**config.mk**
```make
export PLATFORM = sky130hd
export DESIGN_NAME = seq_detect_prog_flat
export DESIGN_NICKNAME = d
export VERILOG_FILES = /design/src/rtl/seq_detect_pkg.sv /design/src/rtl/seq_detect_prog_if.sv /design/src/rtl/seq_detect_prog_seq_window_cmp.sv /design/src/rtl/seq_detect_prog.sv /design/src/flat_wrapper.sv
export SDC_FILE = /design/constraint.sdc
export NUM_CORES = 1
export LEC_CHECK = 0
export CAP_MARGIN = 20
export CORE_ASPECT_RATIO = 1.75
export CORE_MARGIN = 2
export CORE_UTILIZATION = 25
export DETAILED_ROUTE_END_ITERATION = 12
export DONT_BUFFER_PORTS = 1
export SETUP_SLACK_MARGIN = 0.4
export SLEW_MARGIN = 20
export SYNTH_ARGS = -nofsm -noshare
export SYNTH_HDL_FRONTEND = slang
export SYNTH_HIERARCHICAL = 1
export SYNTH_SLANG_ARGS = --single-unit
```
**constraint.sdc**
```tcl
create_clock -name clk -period 3.8 [get_ports clk]
set_input_delay 0.76 -clock clk [delete_from_list [all_inputs] [get_ports clk]]
set_output_delay 0.76 -clock clk [all_outputs]
set_load 0.1 [all_outputs]
```
**src/rtl/seq_detect_pkg.sv**
```systemverilog
// Purpose : shared constants and helpers for the programmable sequence detector.
// Latency : n/a (package only).
// Backpressure: n/a.
// Contents: reset-default constants, length-field width helper, cfg_len clamp.
package seq_detect_pkg;

    localparam int              DEF_MAX_LEN  = 8;
    localparam logic [31:0]     DEF_PATTERN  = 32'h0000_000B;   // "1011", MSB received first
    localparam int              DEF_LEN      = 4;
    localparam bit              DEF_OVERLAP  = 1'b1;
    localparam int              DEF_CNT_W    = 16;

    // Width of a field able to hold 0..max_len.
    function automatic int len_w(input int max_len);
        return $clog2(max_len + 1);
    endfunction

    // A zero length would match nothing sensible, and lengths beyond the
    // history register cannot be compared, so both are pulled into range.
    function automatic int clamp_len(input int l, input int max_len);
        if (l == 0)
            return 1;
        else if (l > max_len)
            return max_len;
        else
            return l;
    endfunction

endpackage

```
**src/rtl/seq_detect_prog_if.sv**
```systemverilog
// Purpose : serial data, configuration and status bundle for seq_detect_prog.
// Latency : n/a (wiring only).
// Backpressure: none; inp_valid qualifies data, the detector always accepts.
// Signals : inp_bit/inp_valid, cfg_load/cfg_pattern/cfg_len/cfg_overlap,
//           seq_seen, busy, match_count (only with SEQ_DETECT_MATCH_COUNT_EN).
interface seq_detect_prog_if
    import seq_detect_pkg::*;
#(
    parameter int MAX_LEN = DEF_MAX_LEN,
    parameter int CNT_W   = DEF_CNT_W
);
    localparam int LW = len_w(MAX_LEN);

    logic               inp_bit;
    logic               inp_valid;
    logic               cfg_load;
    logic [MAX_LEN-1:0] cfg_pattern;
    logic [LW-1:0]      cfg_len;
    logic               cfg_overlap;
    logic               seq_seen;
    logic               busy;
`ifdef SEQ_DETECT_MATCH_COUNT_EN
    logic [CNT_W-1:0]   match_count;

    modport master (
        output inp_bit, inp_valid, cfg_load, cfg_pattern, cfg_len, cfg_overlap,
        input  seq_seen, busy, match_count
    );
    modport slave (
        input  inp_bit, inp_valid, cfg_load, cfg_pattern, cfg_len, cfg_overlap,
        output seq_seen, busy, match_count
    );
`else
    modport master (
        output inp_bit, inp_valid, cfg_load, cfg_pattern, cfg_len, cfg_overlap,
        input  seq_seen, busy
    );
    modport slave (
        input  inp_bit, inp_valid, cfg_load, cfg_pattern, cfg_len, cfg_overlap,
        output seq_seen, busy
    );
`endif

endinterface

```
**src/rtl/seq_detect_prog_seq_window_cmp.sv**
```systemverilog
// Purpose : masked compare of the low len history bits against the pattern.
// Latency : combinational.
// Backpressure: none.
// Ports   : i_hist_n, i_pat, i_len, i_fill_n in; o_match out.
module seq_window_cmp
    import seq_detect_pkg::*;
#(
    parameter int MAX_LEN = DEF_MAX_LEN,
    parameter int LW      = len_w(DEF_MAX_LEN)
) (
    input  logic [MAX_LEN-1:0] i_hist_n,
    input  logic [MAX_LEN-1:0] i_pat,
    input  logic [LW-1:0]      i_len,
    input  logic [LW-1:0]      i_fill_n,
    output logic               o_match
);

    logic [MAX_LEN-1:0] w_mask;

    always_comb begin
        w_mask = '0;
        for (int i = 0; i < MAX_LEN; i++)
            w_mask[i] = (i < int'(i_len));
    end

    // Bits above len are don't-care; the window must also be fully populated
    // with bits received since the last clear.
    assign o_match = (((i_hist_n ^ i_pat) & w_mask) == '0) && (i_fill_n >= i_len);

endmodule

```
**src/rtl/seq_detect_prog.sv**
```systemverilog
// Purpose : programmable serial pattern detector, one-cycle match pulse.
// Latency : seq_seen high the cycle after the edge sampling the final pattern bit.
// Backpressure: none; bits accepted whenever inp_valid is high (cfg_load wins).
// Ports   : clk, reset (sync, active-high); bus = seq_detect_prog_if.slave.
// Option  : SEQ_DETECT_MATCH_COUNT_EN adds the saturating match_count output.
module seq_detect_prog
    import seq_detect_pkg::*;
#(
    parameter int                 MAX_LEN         = DEF_MAX_LEN,
    parameter logic [MAX_LEN-1:0] DEFAULT_PATTERN = MAX_LEN'(DEF_PATTERN),
    parameter int                 DEFAULT_LEN     = DEF_LEN,
    parameter bit                 DEFAULT_OVERLAP = DEF_OVERLAP,
    parameter int                 CNT_W           = DEF_CNT_W
) (
    input  logic              clk,
    input  logic              reset,
    seq_detect_prog_if.slave  bus
);

    localparam int LW = len_w(MAX_LEN);

    logic [MAX_LEN-1:0] r_hist;
    logic [LW-1:0]      r_fill;
    logic [MAX_LEN-1:0] r_pat;
    logic [LW-1:0]      r_len;
    logic               r_ovl;
    logic               r_seen;
    logic               r_busy;

    logic [MAX_LEN-1:0] w_hist_n;
    logic [LW-1:0]      w_fill_n;
    logic [LW-1:0]      w_fill_next;
    logic [LW-1:0]      w_cfg_len;
    logic               w_match;

    assign w_hist_n  = {r_hist[MAX_LEN-2:0], bus.inp_bit};
    assign w_fill_n  = (r_fill >= LW'(MAX_LEN)) ? r_fill : r_fill + LW'(1);
    assign w_cfg_len = LW'(clamp_len(int'(bus.cfg_len), MAX_LEN));

    seq_window_cmp #(
        .MAX_LEN (MAX_LEN),
        .LW      (LW)
    ) u_cmp (
        .i_hist_n (w_hist_n),
        .i_pat    (r_pat),
        .i_len    (r_len),
        .i_fill_n (w_fill_n),
        .o_match  (w_match)
    );

    // Non-overlapping mode restarts the window after a hit so the next match
    // needs len fresh bits.
    always_comb begin
        w_fill_next = r_fill;
        if (bus.cfg_load)
            w_fill_next = '0;
        else if (bus.inp_valid)
            w_fill_next = (w_match && !r_ovl) ? '0 : w_fill_n;
    end

    always_ff @(posedge clk) begin
        if (reset) begin
            r_hist <= '0;
            r_fill <= '0;
            r_pat  <= DEFAULT_PATTERN;
            r_len  <= LW'(DEFAULT_LEN);
            r_ovl  <= DEFAULT_OVERLAP;
            r_seen <= 1'b0;
            r_busy <= 1'b0;
        end else begin
            r_fill <= w_fill_next;
            r_busy <= (w_fill_next != '0);
            if (bus.cfg_load) begin
                // History is left alone: fill=0 keeps stale bits out of any compare.
                r_pat  <= bus.cfg_pattern;
                r_len  <= w_cfg_len;
                r_ovl  <= bus.cfg_overlap;
                r_seen <= 1'b0;
            end else if (bus.inp_valid) begin
                r_hist <= w_hist_n;
                r_seen <= w_match;
            end else begin
                r_seen <= 1'b0;
            end
        end
    end

    assign bus.seq_seen = r_seen;
    assign bus.busy     = r_busy;

`ifdef SEQ_DETECT_MATCH_COUNT_EN
    logic [CNT_W-1:0] r_cnt;

    always_ff @(posedge clk) begin
        if (reset || bus.cfg_load)
            r_cnt <= '0;
        else if (bus.inp_valid && w_match && (r_cnt != '1))
            r_cnt <= r_cnt + CNT_W'(1);
    end

    assign bus.match_count = r_cnt;
`endif

endmodule

```
**src/flat_wrapper.sv**
```systemverilog
// flat-port wrapper written by rule: the top's interface ports become plain ports
module seq_detect_prog_flat import seq_detect_pkg::*;
#(
    parameter int                 MAX_LEN         = DEF_MAX_LEN,
    parameter logic [MAX_LEN-1:0] DEFAULT_PATTERN = MAX_LEN'(DEF_PATTERN),
    parameter int                 DEFAULT_LEN     = DEF_LEN,
    parameter bit                 DEFAULT_OVERLAP = DEF_OVERLAP,
    parameter int                 CNT_W           = DEF_CNT_W
)
  (clk, reset, bus_inp_bit, bus_inp_valid, bus_cfg_load, bus_cfg_pattern, bus_cfg_len, bus_cfg_overlap, bus_seq_seen, bus_busy);
  seq_detect_prog_if #(.MAX_LEN(MAX_LEN), .CNT_W(CNT_W)) bus_i ();
  input  logic clk;
  input  logic reset;
  input wire logic [$bits(bus_i.inp_bit)-1:0] bus_inp_bit;
  input wire logic [$bits(bus_i.inp_valid)-1:0] bus_inp_valid;
  input wire logic [$bits(bus_i.cfg_load)-1:0] bus_cfg_load;
  input wire logic [$bits(bus_i.cfg_pattern)-1:0] bus_cfg_pattern;
  input wire logic [$bits(bus_i.cfg_len)-1:0] bus_cfg_len;
  input wire logic [$bits(bus_i.cfg_overlap)-1:0] bus_cfg_overlap;
  output wire logic [$bits(bus_i.seq_seen)-1:0] bus_seq_seen;
  output wire logic [$bits(bus_i.busy)-1:0] bus_busy;
  assign bus_i.inp_bit = bus_inp_bit;
  assign bus_i.inp_valid = bus_inp_valid;
  assign bus_i.cfg_load = bus_cfg_load;
  assign bus_i.cfg_pattern = bus_cfg_pattern;
  assign bus_i.cfg_len = bus_cfg_len;
  assign bus_i.cfg_overlap = bus_cfg_overlap;
  assign bus_seq_seen = bus_i.seq_seen;
  assign bus_busy = bus_i.busy;
  seq_detect_prog #(.MAX_LEN(MAX_LEN), .DEFAULT_PATTERN(DEFAULT_PATTERN), .DEFAULT_LEN(DEFAULT_LEN), .DEFAULT_OVERLAP(DEFAULT_OVERLAP), .CNT_W(CNT_W)) u_core (.clk(clk), .reset(reset), .bus(bus_i));
endmodule
```
==> impl_metrics.toml <==
[clock_tree]
cts_buffers = 3
cts_resized = 0
clk_pin_slew_ns = 0.09
cts_setup_buffers = 0
insertion_delay_ns = 0.27
cts_sinks = 26
clockBufferDepth = 2
cts.htree.levels = 1
cts_tree = "built"
ctsHoldBuffers = 0
clockRootBuffer = "clkbuf_8"

[synthesis]
synth.area.top_cells = "dfxtp_1 40%, ha_1 5.8%, nand2_1 5.5%"
synth_compound_area_share_pct = 16.5
synthCells = 146
synth_area_um2 = 1300
synthFlopType = "dfxtp_1"
synth-edff-count = 0
synth-xor-area-share_pct = 7.43
yosys-mux-area-fraction_pct = 5.79
syn_nets = 170
synthArstFlopShare_pct = 0
yosys.area.top_type = "dfxtp_1"
synth.top_cell.area_share_pct = 40.2
synth_top_family_by_area = "simple AND/OR/NAND/NOR gates"
ys_types = 37
synth_seq_cells = 26
synth-simple-area-share_pct = 19.8
synth-adder-area-share_pct = 5.79
synth-seq-area-share_pct = 40.2
syn-mean-instance-area_um2 = 8.88
synth_most_common_cell = "dfxtp_1"
synthTopCellsByCount = "26 x dfxtp_1, 19 x nand2_1, 13 x nor2_1"
yosysWarningCount = 6

[worst_setup_path]
cp-end-kind = "flip-flop"
crit_type = "flip-flop to flip-flop"
worstPathArrival_ns = 3.14
critical_path.slowest_cell = "or4_1"
cp_slowest_stage_delay_ns = 0.51
r2r_cells = 12
r2r_slack_ns = 0.81
cp-start-kind = "flip-flop"
r2r-end = "u_core/bus.busy$_SDFF_PP0_"
rr_startpoint = "u_core/r_fill[0]$_SDFF_PP0_"
path_cells = "inv_1 > ha_1 > mux2_4 > ha_1 > a21o_1 > a21o_1 > a21oi_1 > a2111oi_2 > nand2_1 > o21ai_0 > nor2_1 > or4_1"
cp.required_ns = 3.95
crit_fanout = 6

[timing]
slew_viol_final = 0
fin_crit_ns = 2.99
fin_skew_ns = 0.00303
fin_setup_tns_ns = 0
grt_setup_unrepaired = "no"
max_freq_mhz = 334
hold_violations = 0
setup_viol = 0
setup_slack_ns = 0.809
worst_pin_slew_ns = 0.934
final.period_utilization_pct = 78.7
max_slew_margin_pct = 37.6

[finish]
seqCellArea_um2 = 520
final_util_pct = 27.9
diodes = 0
synthToLayoutAreaGrowth_pct = 6.95
finish.instance_area_um2 = 1390
finalNonFillerCells = 198
nNetsFinal = 169
n_fill_cell = 540
multi_input_area_um2 = 717
drive_gt1_share_pct = 6.94

[power_and_ir_drop]
vdd_drop_max_mv = 0.172
p_seq_share_pct = 57.2
switching_share_pct = 23.2
internal_power_w = 0.000400
p_sw_w = 0.000121
clkPwrFrac_pct = 33.8
power_density_nw_per_um2 = 376
combinationalPowerShare_pct = 9.0
p_leak_nw = 0.528

[grt]
gr-total-overflow = 0
grt_pass1_wl_mm = 4.68
grt_usage_pct = 10.6
antenna_found_initial = 0
grt_pass1_vias = 1009
grt_max_degree = 25

[placement]
port_buffers = 0
place_inst = 194
dpl_cell_area_um2 = 1330
gp_congestion = 0.767
place_hpwl_mm = 2.10
dp_slack_ns = 0.836

[worst_hold_path]
hold_path.class = "flip-flop to flip-flop"
hold_depth = 2
hp-start = "u_core/r_hist[6]$_SDFFE_PP0P_"
worstHoldEndpoint = "u_core/r_hist[6]$_SDFFE_PP0P_"

[route]
drc = 0
finalWirelength_mm = 2.74
final_antenna_net_count = 0
drt_iter0_markers = 17
dr_wl_met3_um = 117
via_per_inst = 4.84
topRoutingLayerUsed = "met4"
m1WireLength_um = 991
drtPass1Iterations = 4
met2WireLength_mm = 1.56
wire_per_inst_um = 13.8
vias = 959

[floorplan]
die_area_um2 = 5800
dieWidth_um = 58.4
std_cell_rows = 34
coreArea_um2 = 4980
initial_core_util_pct = 26.0
die_h_um = 99.3
ios = 20

[outcome]
status = "finished clean"

[job]
max_cap_viol_count = 0
## layout by cell type (no fill, tap or decap), drive strengths merged, types with 2 or more instances in the layout
master	Yosys	layout
xnor2	7	7
inv	7	7
nor3	4	4
a211o	4	4
nand2b	4	4
o21ai	5	5
clkbuf	2	4
a21o	2	2
dfxtp	26	26
nor2b	6	6
nor2	13	13
a21oi	12	12
mux2i	6	6
xor2	4	4
nand2	19	19
ha	6	6
## worst max-delay path by stage
stage | startpoint | end | slack [ns] | cells past startpoint
final | u_core/r_fill[0]$_SDFF_PP0_ | u_core/bus.busy$_SDFF_PP0_ | 0.81 | 12
after floorplan | u_core/r_fill[0]$_SDFF_PP0_ | u_core/bus.busy$_SDFF_PP0_ | 0.99 | 12
after CTS | u_core/r_fill[0]$_SDFF_PP0_ | u_core/bus.busy$_SDFF_PP0_ | 0.81 | 12
after global routing | u_core/r_fill[0]$_SDFF_PP0_ | u_core/bus.busy$_SDFF_PP0_ | 0.49 | 12
after global placement | u_core/r_fill[0]$_SDFF_PP0_ | u_core/bus.busy$_SDFF_PP0_ | 0.86 | 12
after detailed placement | u_core/r_fill[0]$_SDFF_PP0_ | u_core/bus.busy$_SDFF_PP0_ | 0.84 | 12
## power groups by stage
| stage | sequential, W | combinational (W) | clock, W |
|---|---|---|---|
| final | 0.000298 | 0.0000468 | 0.000176 |
| after global routing | 0.000300 | 0.0000533 | 0.000196 |
| after CTS | 0.000298 | 0.0000470 | 0.000188 |
| after detailed placement | 0.000304 | 0.0000467 | 0 |
| after global placement | 0.000304 | 0.0000459 | 0 |
| after floorplan | 0.000301 | 0.0000465 | 0 |
## logic make-up (layout without fill, tap and decap cells)
family                   Yosys count  after routing
AO/OA/AOI/OAI                     30             30
XOR/XNOR                          11             11
adder cells (fa/ha/maj)            6              6
buffers and inverters             13             11
flip-flops                        26             26
multiplexers                       7              7
AND/OR/NAND/NOR                   53             53
## through the flow
step	hold WS, ns	total power, W
after floorplan	0.448	0.000348
after global placement	0.450	0.000350
after detailed placement	0.462	0.000351
after CTS	0.475	0.000533
after global routing	0.498	0.000550
final	0.472	0.000521
## sequential cells by signal (all words and copies together) (netlist names)
name	flops
u_core/bus.seq_seen	1
u_core/r_len	4
u_core/bus.busy	1
u_core/r_hist	7
u_core/r_ovl	1
u_core/r_fill	4
u_core/r_pat	8
## final cells by class
cell class	count	area share [%]
Multi-Input combinational cell	107	51.7
Sequential cell	26	37.5
Tap cell	54	4.87
Clock buffer	4	3.97
Inverter	7	1.90
## worst max-delay path, delay by kind of cell, from the launching register on
kind / cells / cell delay [ns]
compound gates: 5 / 0.76
simple gates: 3 / 0.71
buf+inv: 1 / 0.09
fa+ha+maj: 2 / 0.57
mux: 1 / 0.30
flops: 1 / 0.44
## metal layers
layer  GRT usage, %  up-vias
li1               -      494
met1           10.9      445
met2           19.4       15
met3           1.56        5
met4           5.90        0
met5              0        -
Power figures use the tool's default switching activity.
